## config.mk

```make
export PLATFORM = sky130hd
export DESIGN_NAME = dm_arb_flat
export DESIGN_NICKNAME = d
export VERILOG_FILES = /design/src/rtl/dm_arb_pkg.sv /design/src/rtl/dm_arb_if.sv /design/src/rtl/dm_arb_rr_pick.sv /design/src/rtl/dm_arb.sv /design/src/flat_wrapper.sv
export SDC_FILE = /design/constraint.sdc
export NUM_CORES = 1
export LEC_CHECK = 0
export ABC_AREA = 1
export BUFFER_PORTS_ARGS = -buffer_cell sky130_fd_sc_hd__buf_2
export CAP_MARGIN = 20
export CORE_ASPECT_RATIO = 1.5
export CORE_MARGIN = 3
export CORE_UTILIZATION = 30
export DETAILED_ROUTE_END_ITERATION = 10
export GPL_TIMING_DRIVEN = 0
export PLACE_DENSITY_LB_ADDON = 0.12
export SYNTH_ARGS = -nofsm -noshare
export SYNTH_HDL_FRONTEND = slang
export SYNTH_SLANG_ARGS = --single-unit
```

## constraint.sdc

```tcl
create_clock -name clk -period 1.48 [get_ports clk]
set_clock_uncertainty 0.2 [all_clocks]
set_input_delay 0.148 -clock clk [delete_from_list [all_inputs] [get_ports clk]]
set_output_delay 0.148 -clock clk [all_outputs]
set_load 0.1 [all_outputs]
```

## src/rtl/dm_arb_pkg.sv

```systemverilog
// Shared constants for the data-memory arbiter: memory op codes, owner encoding, lock defaults.
package dm_arb_pkg;

  localparam int unsigned DmDw  = 32;
  localparam int unsigned DmOpw = 3;

  // Memory access op codes
  localparam logic [2:0] OpWd  = 3'd0;
  localparam logic [2:0] OpHf  = 3'd1;
  localparam logic [2:0] OpBt  = 3'd2;
  localparam logic [2:0] OpUhf = 3'd3;
  localparam logic [2:0] OpUbt = 3'd4;

  // Requester (owner) encoding
  localparam logic ArbM0 = 1'b0;
  localparam logic ArbM1 = 1'b1;

  localparam int unsigned LockMaxDef = 4;

endpackage

```

## src/rtl/dm_arb_if.sv

```systemverilog
// One requester's handshake into dm_arb: master = requester side, slave = arbiter side.
interface dm_arb_if
  import dm_arb_pkg::*;
#(
  parameter int unsigned DW  = DmDw,
  parameter int unsigned OPW = DmOpw
) ();

  logic           req;
  logic           we;
  logic [OPW-1:0] op;
  logic [DW-1:0]  addr;
  logic [DW-1:0]  wdata;
  logic [DW-1:0]  pc;
  logic           lock;
  logic           gnt;
  logic           rvalid;
  logic [DW-1:0]  rdata;

  modport master (
    output req, we, op, addr, wdata, pc, lock,
    input  gnt, rvalid, rdata
  );

  modport slave (
    input  req, we, op, addr, wdata, pc, lock,
    output gnt, rvalid, rdata
  );

endinterface

```

## src/rtl/dm_arb_rr_pick.sv

```systemverilog
// Two-way round-robin selector. With DM_ARB_LOCK_EN defined, a locking owner keeps priority
// until LOCK_MAX consecutive locked grants, after which a waiting peer is forced in once.
module dm_arb_rr_pick
  import dm_arb_pkg::*;
#(
  parameter int unsigned LOCK_MAX = LockMaxDef
) (
  input  logic [1:0] req_i,
  input  logic [1:0] lock_i,
  input  logic       ptr_i,
  input  logic       owner_i,
  input  logic [2:0] lock_cnt_i,
  output logic [1:0] gnt_o,
  output logic       win_o
);

  logic rr_win;

  assign rr_win = (&req_i) ? ptr_i : req_i[1];

`ifdef DM_ARB_LOCK_EN
  localparam logic [2:0] LockMax = 3'(LOCK_MAX);

  logic force_other;
  logic hold_owner;

  always_comb begin
    force_other = (lock_cnt_i >= LockMax) && req_i[~owner_i];
    hold_owner  = req_i[owner_i] && lock_i[owner_i] && !force_other;
    if (force_other) begin
      win_o = ~owner_i;
    end else if (hold_owner) begin
      win_o = owner_i;
    end else begin
      win_o = rr_win;
    end
  end
`else
  logic unused_lock;
  assign unused_lock = ^{lock_i, owner_i, lock_cnt_i};
  assign win_o       = rr_win;
`endif

  always_comb begin
    gnt_o = 2'b00;
    if (|req_i) gnt_o[win_o] = 1'b1;
  end

endmodule

```

## src/rtl/dm_arb.sv

```systemverilog
// Two-port data-memory arbiter: accept stage (combinational grant), access stage (stage-B regs),
// registered read return. Optional ownership locking under DM_ARB_LOCK_EN.
module dm_arb
  import dm_arb_pkg::*;
#(
  parameter int unsigned DW       = DmDw,
  parameter int unsigned OPW      = DmOpw,
  parameter int unsigned LOCK_MAX = LockMaxDef
) (
  input  logic           clk,
  input  logic           rst,
  dm_arb_if.slave        m0,
  dm_arb_if.slave        m1,
  output logic [DW-1:0]  dm_ax,
  output logic [DW-1:0]  dm_x,
  output logic [OPW-1:0] dm_op,
  output logic [DW-1:0]  dm_pcw,
  output logic           dm_en,
  input  logic [DW-1:0]  dm_z
);

  logic [1:0] req, lock, pick_gnt;
  logic       win, any_gnt;
  logic [2:0] lock_cnt;

  logic           b_valid_q, b_valid_d;
  logic           b_we_q, b_we_d;
  logic [OPW-1:0] b_op_q, b_op_d;
  logic [DW-1:0]  b_addr_q, b_addr_d;
  logic [DW-1:0]  b_wdata_q, b_wdata_d;
  logic [DW-1:0]  b_pc_q, b_pc_d;
  logic           b_owner_q, b_owner_d;
  logic           ptr_q, ptr_d;
  logic [1:0]     rvalid_q, rvalid_d;
  logic [DW-1:0]  rdata0_q, rdata0_d;
  logic [DW-1:0]  rdata1_q, rdata1_d;

  assign req = {m1.req, m0.req};
  assign lock = {m1.lock, m0.lock};

  dm_arb_rr_pick #(
    .LOCK_MAX(LOCK_MAX)
  ) u_rr_pick (
    .req_i     (req),
    .lock_i    (lock),
    .ptr_i     (ptr_q),
    .owner_i   (b_owner_q),
    .lock_cnt_i(lock_cnt),
    .gnt_o     (pick_gnt),
    .win_o     (win)
  );

  assign any_gnt = |pick_gnt;
  assign m0.gnt  = pick_gnt[0] & rst;
  assign m1.gnt  = pick_gnt[1] & rst;

  assign m0.rvalid = rvalid_q[0];
  assign m1.rvalid = rvalid_q[1];
  assign m0.rdata  = rdata0_q;
  assign m1.rdata  = rdata1_q;

  always_comb begin
    b_valid_d = any_gnt;
    b_we_d    = b_we_q;
    b_op_d    = b_op_q;
    b_addr_d  = b_addr_q;
    b_wdata_d = b_wdata_q;
    b_pc_d    = b_pc_q;
    b_owner_d = b_owner_q;
    ptr_d     = ptr_q;
    if (any_gnt) begin
      b_we_d    = win ? m1.we : m0.we;
      b_op_d    = win ? m1.op : m0.op;
      b_addr_d  = win ? m1.addr : m0.addr;
      b_wdata_d = win ? m1.wdata : m0.wdata;
      b_pc_d    = win ? m1.pc : m0.pc;
      b_owner_d = win;
      ptr_d     = ~win;
    end

    rvalid_d = 2'b00;
    rdata0_d = rdata0_q;
    rdata1_d = rdata1_q;
    if (b_valid_q && !b_we_q) begin
      if (b_owner_q == ArbM1) begin
        rvalid_d[1] = 1'b1;
        rdata1_d    = dm_z;
      end else begin
        rvalid_d[0] = 1'b1;
        rdata0_d    = dm_z;
      end
    end
  end

  always_ff @(posedge clk) begin
    if (!rst) begin
      b_valid_q <= 1'b0;
      b_we_q    <= 1'b0;
      b_op_q    <= OPW'(OpWd);
      b_addr_q  <= '0;
      b_wdata_q <= '0;
      b_pc_q    <= '0;
      b_owner_q <= ArbM0;
      ptr_q     <= ArbM0;
      rvalid_q  <= 2'b00;
      rdata0_q  <= '0;
      rdata1_q  <= '0;
    end else begin
      b_valid_q <= b_valid_d;
      b_we_q    <= b_we_d;
      b_op_q    <= b_op_d;
      b_addr_q  <= b_addr_d;
      b_wdata_q <= b_wdata_d;
      b_pc_q    <= b_pc_d;
      b_owner_q <= b_owner_d;
      ptr_q     <= ptr_d;
      rvalid_q  <= rvalid_d;
      rdata0_q  <= rdata0_d;
      rdata1_q  <= rdata1_d;
    end
  end

`ifdef DM_ARB_LOCK_EN
  localparam logic [2:0] LockMax = 3'(LOCK_MAX);

  logic [2:0] lock_cnt_q, lock_cnt_d;

  // Counts consecutive locked grants to the same owner; a non-locked grant or owner change restarts it
  always_comb begin
    lock_cnt_d = lock_cnt_q;
    if (any_gnt) begin
      if (!lock[win]) begin
        lock_cnt_d = 3'd0;
      end else if (win != b_owner_q) begin
        lock_cnt_d = 3'd1;
      end else if (lock_cnt_q < LockMax) begin
        lock_cnt_d = lock_cnt_q + 3'd1;
      end
    end else if (!lock[b_owner_q]) begin
      lock_cnt_d = 3'd0;
    end
  end

  always_ff @(posedge clk) begin
    if (!rst) lock_cnt_q <= 3'd0;
    else      lock_cnt_q <= lock_cnt_d;
  end

  assign lock_cnt = lock_cnt_q;
`else
  assign lock_cnt = 3'd0;
`endif

  // Memory side is forced quiet while reset is held so a latched store never commits
  always_comb begin
    dm_en  = rst & b_valid_q & b_we_q;
    dm_ax  = rst ? b_addr_q : '0;
    dm_x   = rst ? b_wdata_q : '0;
    dm_pcw = rst ? b_pc_q : '0;
    dm_op  = (rst && b_valid_q) ? b_op_q : OPW'(OpWd);
  end

endmodule

```

## src/flat_wrapper.sv

```systemverilog
// flat-port wrapper written by rule: the top's interface ports become plain ports
module dm_arb_flat import dm_arb_pkg::*;
#(
  parameter int unsigned DW       = DmDw,
  parameter int unsigned OPW      = DmOpw,
  parameter int unsigned LOCK_MAX = LockMaxDef
)
  (clk, rst, dm_ax, dm_x, dm_op, dm_pcw, dm_en, dm_z, m0_req, m0_we, m0_op, m0_addr, m0_wdata, m0_pc, m0_lock, m0_gnt, m0_rvalid, m0_rdata, m1_req, m1_we, m1_op, m1_addr, m1_wdata, m1_pc, m1_lock, m1_gnt, m1_rvalid, m1_rdata);
  dm_arb_if #(.DW(DW), .OPW(OPW)) m0_i ();
  dm_arb_if #(.DW(DW), .OPW(OPW)) m1_i ();
  input  logic clk;
  input  logic rst;
  output logic [DW-1:0] dm_ax;
  output logic [DW-1:0] dm_x;
  output logic [OPW-1:0] dm_op;
  output logic [DW-1:0] dm_pcw;
  output logic dm_en;
  input  logic [DW-1:0] dm_z;
  input wire logic [$bits(m0_i.req)-1:0] m0_req;
  input wire logic [$bits(m0_i.we)-1:0] m0_we;
  input wire logic [$bits(m0_i.op)-1:0] m0_op;
  input wire logic [$bits(m0_i.addr)-1:0] m0_addr;
  input wire logic [$bits(m0_i.wdata)-1:0] m0_wdata;
  input wire logic [$bits(m0_i.pc)-1:0] m0_pc;
  input wire logic [$bits(m0_i.lock)-1:0] m0_lock;
  output wire logic [$bits(m0_i.gnt)-1:0] m0_gnt;
  output wire logic [$bits(m0_i.rvalid)-1:0] m0_rvalid;
  output wire logic [$bits(m0_i.rdata)-1:0] m0_rdata;
  input wire logic [$bits(m1_i.req)-1:0] m1_req;
  input wire logic [$bits(m1_i.we)-1:0] m1_we;
  input wire logic [$bits(m1_i.op)-1:0] m1_op;
  input wire logic [$bits(m1_i.addr)-1:0] m1_addr;
  input wire logic [$bits(m1_i.wdata)-1:0] m1_wdata;
  input wire logic [$bits(m1_i.pc)-1:0] m1_pc;
  input wire logic [$bits(m1_i.lock)-1:0] m1_lock;
  output wire logic [$bits(m1_i.gnt)-1:0] m1_gnt;
  output wire logic [$bits(m1_i.rvalid)-1:0] m1_rvalid;
  output wire logic [$bits(m1_i.rdata)-1:0] m1_rdata;
  assign m0_i.req = m0_req;
  assign m0_i.we = m0_we;
  assign m0_i.op = m0_op;
  assign m0_i.addr = m0_addr;
  assign m0_i.wdata = m0_wdata;
  assign m0_i.pc = m0_pc;
  assign m0_i.lock = m0_lock;
  assign m0_gnt = m0_i.gnt;
  assign m0_rvalid = m0_i.rvalid;
  assign m0_rdata = m0_i.rdata;
  assign m1_i.req = m1_req;
  assign m1_i.we = m1_we;
  assign m1_i.op = m1_op;
  assign m1_i.addr = m1_addr;
  assign m1_i.wdata = m1_wdata;
  assign m1_i.pc = m1_pc;
  assign m1_i.lock = m1_lock;
  assign m1_gnt = m1_i.gnt;
  assign m1_rvalid = m1_i.rvalid;
  assign m1_rdata = m1_i.rdata;
  dm_arb #(.DW(DW), .OPW(OPW), .LOCK_MAX(LOCK_MAX)) u_core (.clk(clk), .rst(rst), .m0(m0_i), .m1(m1_i), .dm_ax(dm_ax), .dm_x(dm_x), .dm_op(dm_op), .dm_pcw(dm_pcw), .dm_en(dm_en), .dm_z(dm_z));
endmodule
```

==> flow_summary.toml, run 1 <==
[sta]
maxClockFrequency_ghz = 0.572
timing_max_transition_violations_final = 0
min_period_over_period = 1.18
timing.hold.ws_ns = -0.0266
grt_setup_unrepaired = "true"
setup_viol = 45
post_route_setup_slack_ns = -0.270
finalCriticalPeriod_ns = 1.75
max_slew.worst_pin.slew_ns = 0.516
hold_viol_final = 1
maxSlewHeadroom = 0.656

[critical_path]
crit_slowest_cell = "dfxtp_2"
timing.critical_path.required_ns = 1.13
endpoint_kind = "primary output"
critical_path.most_common_cell = "nand2_4"
path_delay_family = "buffers and inverters"
setup.worst_path.start_class = "flip-flop"
worst-setup-path-type = "flip-flop to primary output"
critical_path_peak_fanout = 3
max_stage_delay_ns = 0.32
worst_ep_arrival_time_ns = 1.40
path_cells = "inv_2 -> nand2_4 -> nand2_4 -> buf_8 -> inv_4 -> nor3_4 -> buf_12"
cp_num_buf_inv = 4

[floorplanning]
placeableCoreArea_um2 = 28200
die_area_um2 = 31100
die_width_um = 145
ios = 406
floorplan.initialDensity = 0.308
dieHeight_um = 215
num_rows = 75

[pwr]
post-layout-total-power_mw = 15.8
p_leak_nw = 9.25
vdd.ir_drop.worst_mv = 0.715
power_density_nw_per_um2 = 855

[synth]
synth.ff_latch_count = 169
synthTopCellsByArea = "dfxtp_1, nand2_1, inv_1"
netlist.area_leader.share = 0.389
synthesis.nets = 1676
syn_inst = 1438
avgSynthCellArea_um2 = 6.05
yosysWarnings = 0
yosysTopAreaCell = "dfxtp_1"
syn_area_um2 = 8700
synth_sequential_area_ratio = 0.389
yosysUniqueCellTypes = 17

[route]
wire_per_inst_um = 16.2
vias_per_cell = 4.57
detail-route-antenna-nets = 0
route.vias.total = 11600
drt_wl_total_um = 41200
route.detailed.drc = 0
first_iter_violations = 438
drtPass1Iterations = 7

[clock_tree]
cts_buffer_depth = 2
cts_tree = "built"
cts.root.buffer_cell = "clkbuf_16"
clock_latency_ns = 0.42
htree_levels = 4
number_of_hold_buffers_added_after_cts = 234
tritoncts.num_buffers = 17
clock_sink_count = 169
clkSlewWorstSetupHoldPaths_ns = 0.06

[place]
place_worst_setup_slack_ns = -0.233
placed_cell_area_um2 = 11900
place.port_buffers = 402
detailed_place_hpwl_um = 25700
post-place-cells = 2225
place.gp.congestion = 0.838

[hold_path]
hold_path_class = "input port to flip-flop"

[layout]
area_delta_synth_final_pct = 113
final.fill_count = 2279
final_area_um2 = 18500
drive_gt1_frac = 0.450
layout.nets = 2386
final_cells = 2547

[global_route]
grt_max_degree = 17
global_route_wire_length_before_repair_um = 59500
globalRouteOverflowTotal = 0
grt_pass1_vias = 11600
number_of_antenna_violations_at_the_first_check_in_global_routing = 2
grt_use_total = 0.237

[run_status]
violated_checks = "hold timing, setup timing"
status = "finished, violations left"

[job]
maxCapViolCount = 0
synthesized netlist by cell type, drive strengths merged:
| master | instances |
|---|---|
| nand2 | 492 |
| inv | 335 |
| nand3 | 205 |
| dfxtp | 169 |
| buf | 86 |
| nor2 | 74 |
| a21oi | 33 |
| nand4 | 32 |
| clkbuf | 9 |
| nand3b | 1 |
| nor3 | 1 |
| o21ai | 1 |
final timing paths:
| kind | startpoint | endpoint | slack, ns | cells past startpoint |
|---|---|---|---|---|
| hold reg to reg | u_core.m1.rdata[18] | u_core.m1.rdata[18] | 0.26 | 2 |
| setup reg to reg | u_core.ptr_q | u_core.b_pc_q[19] | -0.04 | 10 |
| setup / recovery | u_core.ptr_q | m0_gnt | -0.27 | 7 |
| hold / removal | m1_req | u_core.ptr_q | -0.03 | 5 |
sequential cells by signal, summed over array words and instances, names as in the netlist:
name	count
u_core.m0.rdata	32
u_core.ptr_q	1
u_core.b_addr_q	32
u_core.b_owner_q	1
u_core.m1.rdata	32
u_core.b_we_q	1
u_core.b_pc_q	32
u_core.rvalid_q	2
u_core.b_op_q	3
u_core.b_valid_q	1
u_core.b_wdata_q	32
cell families after synthesis:
kind of cell | after synthesis | share of synthesized area
compound gates | 34 | 0.0196
flops | 169 | 0.389
buf+inv | 430 | 0.203
simple gates | 805 | 0.388
per-layer routing:
layer | vias up | GRT usage | wire length [um]
met2 | 488 | 0.448 | 22400
li1 | 5664 | - | -
met1 | 5344 | 0.241 | 14500
met5 | - | 0 | 7
met4 | 2 | 0.119 | 2100
met3 | 131 | 0.0550 | 2260
final cells by class:
| cell class | count | area (um^2) | share of cell area |
|---|---|---|---|
| buffer | 94 | 822 | 0.0445 |
| clock inverter | 15 | 185 | 0.0100 |
| inverter | 335 | 1610 | 0.0871 |
| timing repair buffer | 692 | 6680 | 0.361 |
| multi-input combinational | 839 | 4850 | 0.262 |
| sequential | 169 | 3430 | 0.186 |
| clock buffer | 17 | 425 | 0.0230 |
| tap | 385 | 482 | 0.0260 |
| antenna | 1 | 2.50 | 0.000135 |
power by group:
group / total [mW] / internal [mW] / switching (mW)
Sequential: 5.08 / 4.90 / 0.172
Combinational: 5.99 / 2.26 / 3.73
Clock: 4.73 / 2.69 / 2.04
placed cells by master (no fill, tap or decap), drive strengths merged:
master,count
inv,249
nor2,74
clkinv,5
dlygate4sd3,234
a21oi,33
clkinvlp,93
diode,1
nand2,492
nand3b,1
nand4,32
nand3,205
nor3,1
clkbuf,36
dfxtp,169
bufinv,3
o21ai,1
buf,533
what timing repair did:
item	CTS	global route
pin swaps	6	67
endpoints found under the setup margin	291	263
setup buffers	16	30
resized for setup	559	353
cloned	0	10
endpoints found under the hold margin	166	1
metrics by stage:
stage | setup TNS [ns] | util
4_1_cts | -13.62 | 0.594
3_5_place_dp | -22.41 | 0.420
3_3_place_gp | -21.51 | 0.420
6_report | -1.55 | 0.655
2_1_floorplan | -2.18 | -
5_1_grt | -7.52 | 0.655
worst min-delay path: stages:
cell     delay, ns
buf_2         0.13
nand2_4       0.07
buf_8         0.12
inv_4         0.05
nor2_1        0.04
(Power assumes the default switching activity.)
==> inputs of run 2 (changes only) <==
==> constraint.sdc (replaced) <==
create_clock -name clk -period 1.48 [get_ports clk]
set_clock_uncertainty 0.2 [all_clocks]
set_input_delay 0.296 -clock clk [delete_from_list [all_inputs] [get_ports clk]]
set_output_delay 0.296 -clock clk [all_outputs]
set_load 0.1 [all_outputs]
==> run 2 against run 1 <==
Compared with the run above:
- the flow finishes with violations (setup timing)
- fmax decreased by 10%
- sequential share of layout area increased by 0.43 points
- routed wire length decreased by 2.9%
- sequential cell count unchanged
- utilization increased by 1.6 points
- via count decreased by 0.44%
- total power increased by 1.4%
- combinational power about the same
- critical path type unchanged
==> flow_summary.toml, run 2 (synthesis results as in run 1) <==
[critical_path]
endpoint_kind = "primary output"
worst-setup-path-type = "flip-flop to primary output"
critical_path_peak_fanout = 3
cp_num_buf_inv = 4
max_stage_delay_ns = 0.32
timing.critical_path.required_ns = 0.98
path_cells = "inv_2 -> nand2_2 -> nand2_4 -> buf_8 -> inv_4 -> nor3_4 -> buf_12"
path_delay_family = "buffers and inverters"
crit_slowest_cell = "dfxtp_2"
worst_ep_arrival_time_ns = 1.46
setup.worst_path.start_class = "flip-flop"

[global_route]
grt_use_total = 0.248
number_of_antenna_violations_at_the_first_check_in_global_routing = 0
global_route_wire_length_before_repair_um = 61400
globalRouteOverflowTotal = 0
grt_max_degree = 17
grt_pass1_vias = 11800

[route]
wire_per_inst_um = 15.7
route.detailed.drc = 0
top_layer = "met4"
first_iter_violations = 528
route.vias.total = 11600
met3_wirelength_um = 2250
drt_wl_total_um = 40100
met2WireLength_um = 21200
detail-route-antenna-nets = 0
vias_per_cell = 4.53
met1_length_um = 13900
drtPass1Iterations = 7

[layout]
layout.nets = 2398
antenna-diode-count = 0
commonest_non_fill_non_tap_cells_in_the_layout = "nand2_1, buf_2, inv_1"
mostFrequentLayoutCell = "nand2_1"
drive_gt1_frac = 0.455
final_cells = 2558
area_delta_synth_final_pct = 118
final.fill_count = 2164

[hold_path]
hold_path_class = "input port to flip-flop"

[clock_tree]
tritoncts.num_buffers = 17
cts_buffer_depth = 2
clkSlewWorstSetupHoldPaths_ns = 0.06
clock_sink_count = 169
cts_tree = "built"
cts.root.buffer_cell = "clkbuf_16"
htree_levels = 4
clock_latency_ns = 0.44

[floorplanning]
die_width_um = 145
num_rows = 75
placeableCoreArea_um2 = 28200
ios = 406
die_area_um2 = 31100
dieHeight_um = 215
floorplan.initialDensity = 0.308

[pwr]
cellInternalPower_mw = 10.3
p_comb_frac = 0.372
power_density_nw_per_um2 = 846
power.switching_fraction = 0.359
p_leak_nw = 9.66
power.share.clock = 0.301
power.sequential.fraction = 0.327
vdd.ir_drop.worst_mv = 0.836
netSwitchingPower_mw = 5.75

[sta]
setup_viol = 158
timing_max_transition_violations_final = 0
grt_setup_unrepaired = "true"
min_period_over_period = 1.32
post_route_setup_slack_ns = -0.474
max_slew.worst_pin.slew_ns = 0.540
hold_viol_final = 0
maxSlewHeadroom = 0.640
finalCriticalPeriod_ns = 1.95
maxClockFrequency_ghz = 0.512
setup_tns_ns = -14.89

[place]
detailed_place_hpwl_um = 25900
post-place-cells = 2225
place.gp.congestion = 0.870
place.port_buffers = 402

[run_status]
violated_checks = "setup timing"
status = "finished, violations left"

[job]
maxCapViolCount = 0
==> run 2: cell types whose count changed in the layout (fill, tap and decap cells not counted), sizes merged <==
| cell | delta |
|---|---|
| clkbuf | +7 |
| dlygate4sd3 | -20 |
| diode | -1 |
| inv | -9 |
| clkinvlp | +4 |
| bufinv | +1 |
| buf | +29 |
==> run 2: power by group through the flow <==
stage                     registers, mW  logic, mW  clock network [mW]
after floorplan                    5.91       2.63                   0
after global placement             5.20       4.33                   0
after detailed placement           5.21       4.34                   0
after CTS                          5.24       5.76                4.95
after global routing               5.27       6.29                5.15
final                              5.24       5.97                4.82
==> run 2: metrics by stage <==
| stage | util | worst slack [ns] | area (um^2) | power, mW | hold WS (ns) |
|---|---|---|---|---|---|
| final | 0.671 | -0.474 | 18900 | 16.0 | 0.0206 |
| after global placement | 0.444 | -0.528 | 12600 | 9.53 | 0.245 |
| after CTS | 0.654 | -0.506 | 18500 | 16.0 | 0.00102 |
| after global routing | 0.671 | -0.558 | 18900 | 16.7 | 0.0283 |
| after detailed placement | 0.444 | -0.516 | 12600 | 9.55 | 0.251 |
| after floorplan | - | -0.450 | 10100 | 8.54 | 0.231 |
==> run 2: worst paths after layout <==
path	start	to	slack [ns]	cells after the start
hold / removal	m1_pc[0]	u_core.b_pc_q[0]	0.02	5
hold reg to reg	u_core.b_op_q[2]	u_core.b_op_q[2]	0.28	2
setup reg to reg	u_core.ptr_q	u_core.b_op_q[1]	-0.06	7
setup / recovery	u_core.ptr_q	m0_gnt	-0.47	7
==> run 2: cell type report <==
cell class              count  area (um^2)  area share
well taps                 385          482      0.0254
clock inverters            11          169     0.00892
clock buffers              21          460      0.0243
plain buffers              93          855      0.0451
flip-flops and latches    169         3600       0.190
inverters                 335         1630      0.0858
repair buffers            705         7390       0.390
multi-input cells         839         4360       0.230
==> run 2: per-layer routing <==
| layer | up-vias | global-route usage |
|---|---|---|
| met5 | - | 0 |
| met4 | 0 | 0.153 |
| met3 | 154 | 0.0552 |
| met2 | 513 | 0.464 |
| met1 | 5215 | 0.248 |
| li1 | 5696 | - |
==> run 2: repair_timing <==
item | CTS | global route
buffers inserted | 41 | 47
gates resized for setup | 861 | 58
endpoints found under the hold margin | 163 | 0
hold buffers | 214 | 0
gates cloned | 1 | 0
setup endpoints to repair | 309 | 329
pin swaps | 99 | 5
==> run 2: worst min-delay path, cell delays in order <==
cell	delay (ns)
buf_2	0.08
inv_1	0.03
nand3_1	0.06
nand3_1	0.10
nand2_1	0.06
==> inputs of run 3 (changes only) <==
- BUFFER_PORTS_ARGS: -buffer_cell sky130_fd_sc_hd__buf_2 -> unset
- DONT_BUFFER_PORTS: unset -> 1
- SKIP_CTS_REPAIR_TIMING: unset -> 1
==> run 3 against run 2 <==
Compared with the run above:
- the run ends with hold timing, setup timing left
- setup slack lost 0.44 ns
- hold slack worse by 0.070 ns
- design area down 24%
- critical path depth shrank 1
- cell count decreased by 17%
- routed wire length down 12%
- sequential power up 12%
- critical path type unchanged
- highest routed layer unchanged
==> flow_summary.toml, run 3 (synthesis results as in run 1) <==
[critical_path]
setup.worst_path.start_class = "flip-flop"
path_cells = "inv_2 -> nand2_4 -> nand2_4 -> buf_12 -> inv_6 -> nor3_4"
timing.critical_path.required_ns = 0.98
max_stage_delay_ns = 0.84
crit-reg2reg-launch = "u_core.ptr_q"
path_delay_family = "simple AND/OR/NAND/NOR gates"
r2r_slack_ns = -0.08
critical_path.most_common_cell = "nand2_4"
r2r_cells = 10
worst_ep_arrival_time_ns = 1.90
worst-setup-path-type = "flip-flop to primary output"
endpoint_kind = "primary output"
critical_path_peak_fanout = 3
worst_r2r_endpoint = "u_core.b_pc_q[2]"
crit_slowest_cell = "nor3_4"
cp_num_buf_inv = 3

[pwr]
cellInternalPower_mw = 8.65
power.share.clock = 0.311
p_leak_nw = 7.13
p_comb_frac = 0.273
post-layout-total-power_mw = 14.1
power.switching_fraction = 0.385
netSwitchingPower_mw = 5.41
power_density_nw_per_um2 = 977
power.sequential.fraction = 0.416
vdd.ir_drop.worst_mv = 0.767

[global_route]
grt_use_total = 0.192
number_of_antenna_violations_at_the_first_check_in_global_routing = 1
global_route_wire_length_before_repair_um = 46500
globalRouteOverflowTotal = 0
grt_max_degree = 17
grt_pass1_vias = 7939

[hold_path]
min_to = "u_core.ptr_q"
hold_path_class = "input port to flip-flop"
holdPathStages = 4
min_from = "m1_req"

[route]
detail-route-antenna-nets = 0
route.vias.total = 9692
first_iter_violations = 430
route.detailed.drc = 0
wire_per_inst_um = 16.7
vias_per_cell = 4.59
drt_wl_total_um = 35300
drtPass1Iterations = 5

[floorplanning]
die_width_um = 145
ios = 406
placeableCoreArea_um2 = 28200
dieHeight_um = 215
num_rows = 75
die_area_um2 = 31100
floorplan.initialDensity = 0.308

[run_status]
status = "finished, violations left"
violated_checks = "hold timing, setup timing"

[layout]
drive_gt1_frac = 0.292
commonest_non_fill_non_tap_cells_in_the_layout = "nand2_1, inv_1, dlygate4sd3_1"
mostFrequentLayoutCell = "nand2_1"
area_delta_synth_final_pct = 65.3
layout.nets = 1953
final.fill_count = 2684
final_area_um2 = 14400

[job]
maxCapViolCount = 0

[sta]
max_slew.worst_pin.slew_ns = 1.04
hold_viol_final = 3
timing_max_transition_violations_final = 0
timing.hold.ws_ns = -0.0490
maxSlewHeadroom = 0.303
min_period_over_period = 1.62
maxClockFrequency_ghz = 0.417
finalCriticalPeriod_ns = 2.40
post_route_setup_slack_ns = -0.919
grt_setup_unrepaired = "true"
setup_viol = 158

[clock_tree]
clock_sink_count = 169
tritoncts.num_buffers = 17
clock_latency_ns = 0.42
cts_tree = "built"
cts.root.buffer_cell = "clkbuf_16"
cts_buffer_depth = 2
htree_levels = 4
clkSlewWorstSetupHoldPaths_ns = 0.06

[place]
place.gp.congestion = 0.823
detailed_place_hpwl_um = 24900
place.port_buffers = 0
place_worst_setup_slack_ns = -0.624
placed_cell_area_um2 = 10500
## run 3: cell count changes in the layout (fill, tap and decap cells not counted), sizes merged
| cell | before | now |
|---|---|---|
| buf | 562 | 100 |
| dlygate4sd3 | 214 | 228 |
| clkinvlp | 97 | 101 |
| clkbuf | 43 | 46 |
| clkinv | 5 | 2 |
| bufinv | 4 | 2 |
| diode | 0 | 1 |
## run 3: worst min-delay path, cell delays in order
cell     delay [ns]
nand2_4        0.04
buf_12         0.12
inv_6          0.05
nor2_1         0.03
## run 3: worst max path at each step
stage | start | to | slack [ns] | cells after the start
after detailed placement | u_core.ptr_q | m0_gnt | -0.62 | 6
after global placement | u_core.ptr_q | m0_gnt | -0.63 | 6
after global routing | u_core.ptr_q | m0_gnt | -0.99 | 6
after floorplan | u_core.ptr_q | m0_gnt | -0.45 | 6
after CTS | u_core.ptr_q | m0_gnt | -1.10 | 6
final | u_core.ptr_q | m0_gnt | -0.92 | 6
## run 3: area by class of cell
class / instances / area [um^2] / share of cell area
multi-input combinational: 839 / 4380 / 0.305
sequential: 169 / 3730 / 0.259
timing repair buffer: 260 / 2690 / 0.187
inverter: 335 / 1630 / 0.113
buffer: 93 / 911 / 0.0633
tap: 385 / 482 / 0.0335
clock buffer: 21 / 440 / 0.0306
clock inverter: 10 / 120 / 0.00835
antenna: 1 / 2.50 / 0.000174
## run 3: routing by layer
| layer | vias up | GRT usage | wire length, um |
|---|---|---|---|
| met3 | 108 | 0.0594 | 2380 |
| li1 | 4829 | - | - |
| met5 | - | 0 | 0 |
| met2 | 417 | 0.367 | 19000 |
| met4 | 0 | 0.0634 | 1210 |
| met1 | 4338 | 0.197 | 12700 |
## run 3: power groups by stage
stage                     clock (mW)  sequential [mW]  combinational (mW)
after global routing            4.71             5.87                4.11
final                           4.37             5.85                3.84
after CTS                       4.52             5.85                3.11
after detailed placement           0             5.95                3.10
after floorplan                    0             5.91                2.63
after global placement             0             5.95                3.09
## run 3: per-stage QoR
step / instances / TNS, ns / utilization
after global routing: 2113 / -43.12 / 0.509
after floorplan: 1438 / -27.44 / -
final: 2113 / -32.60 / 0.509
after CTS: 1854 / -86.29 / 0.393
after detailed placement: 1823 / -49.72 / 0.373
after global placement: 1823 / -48.77 / 0.373
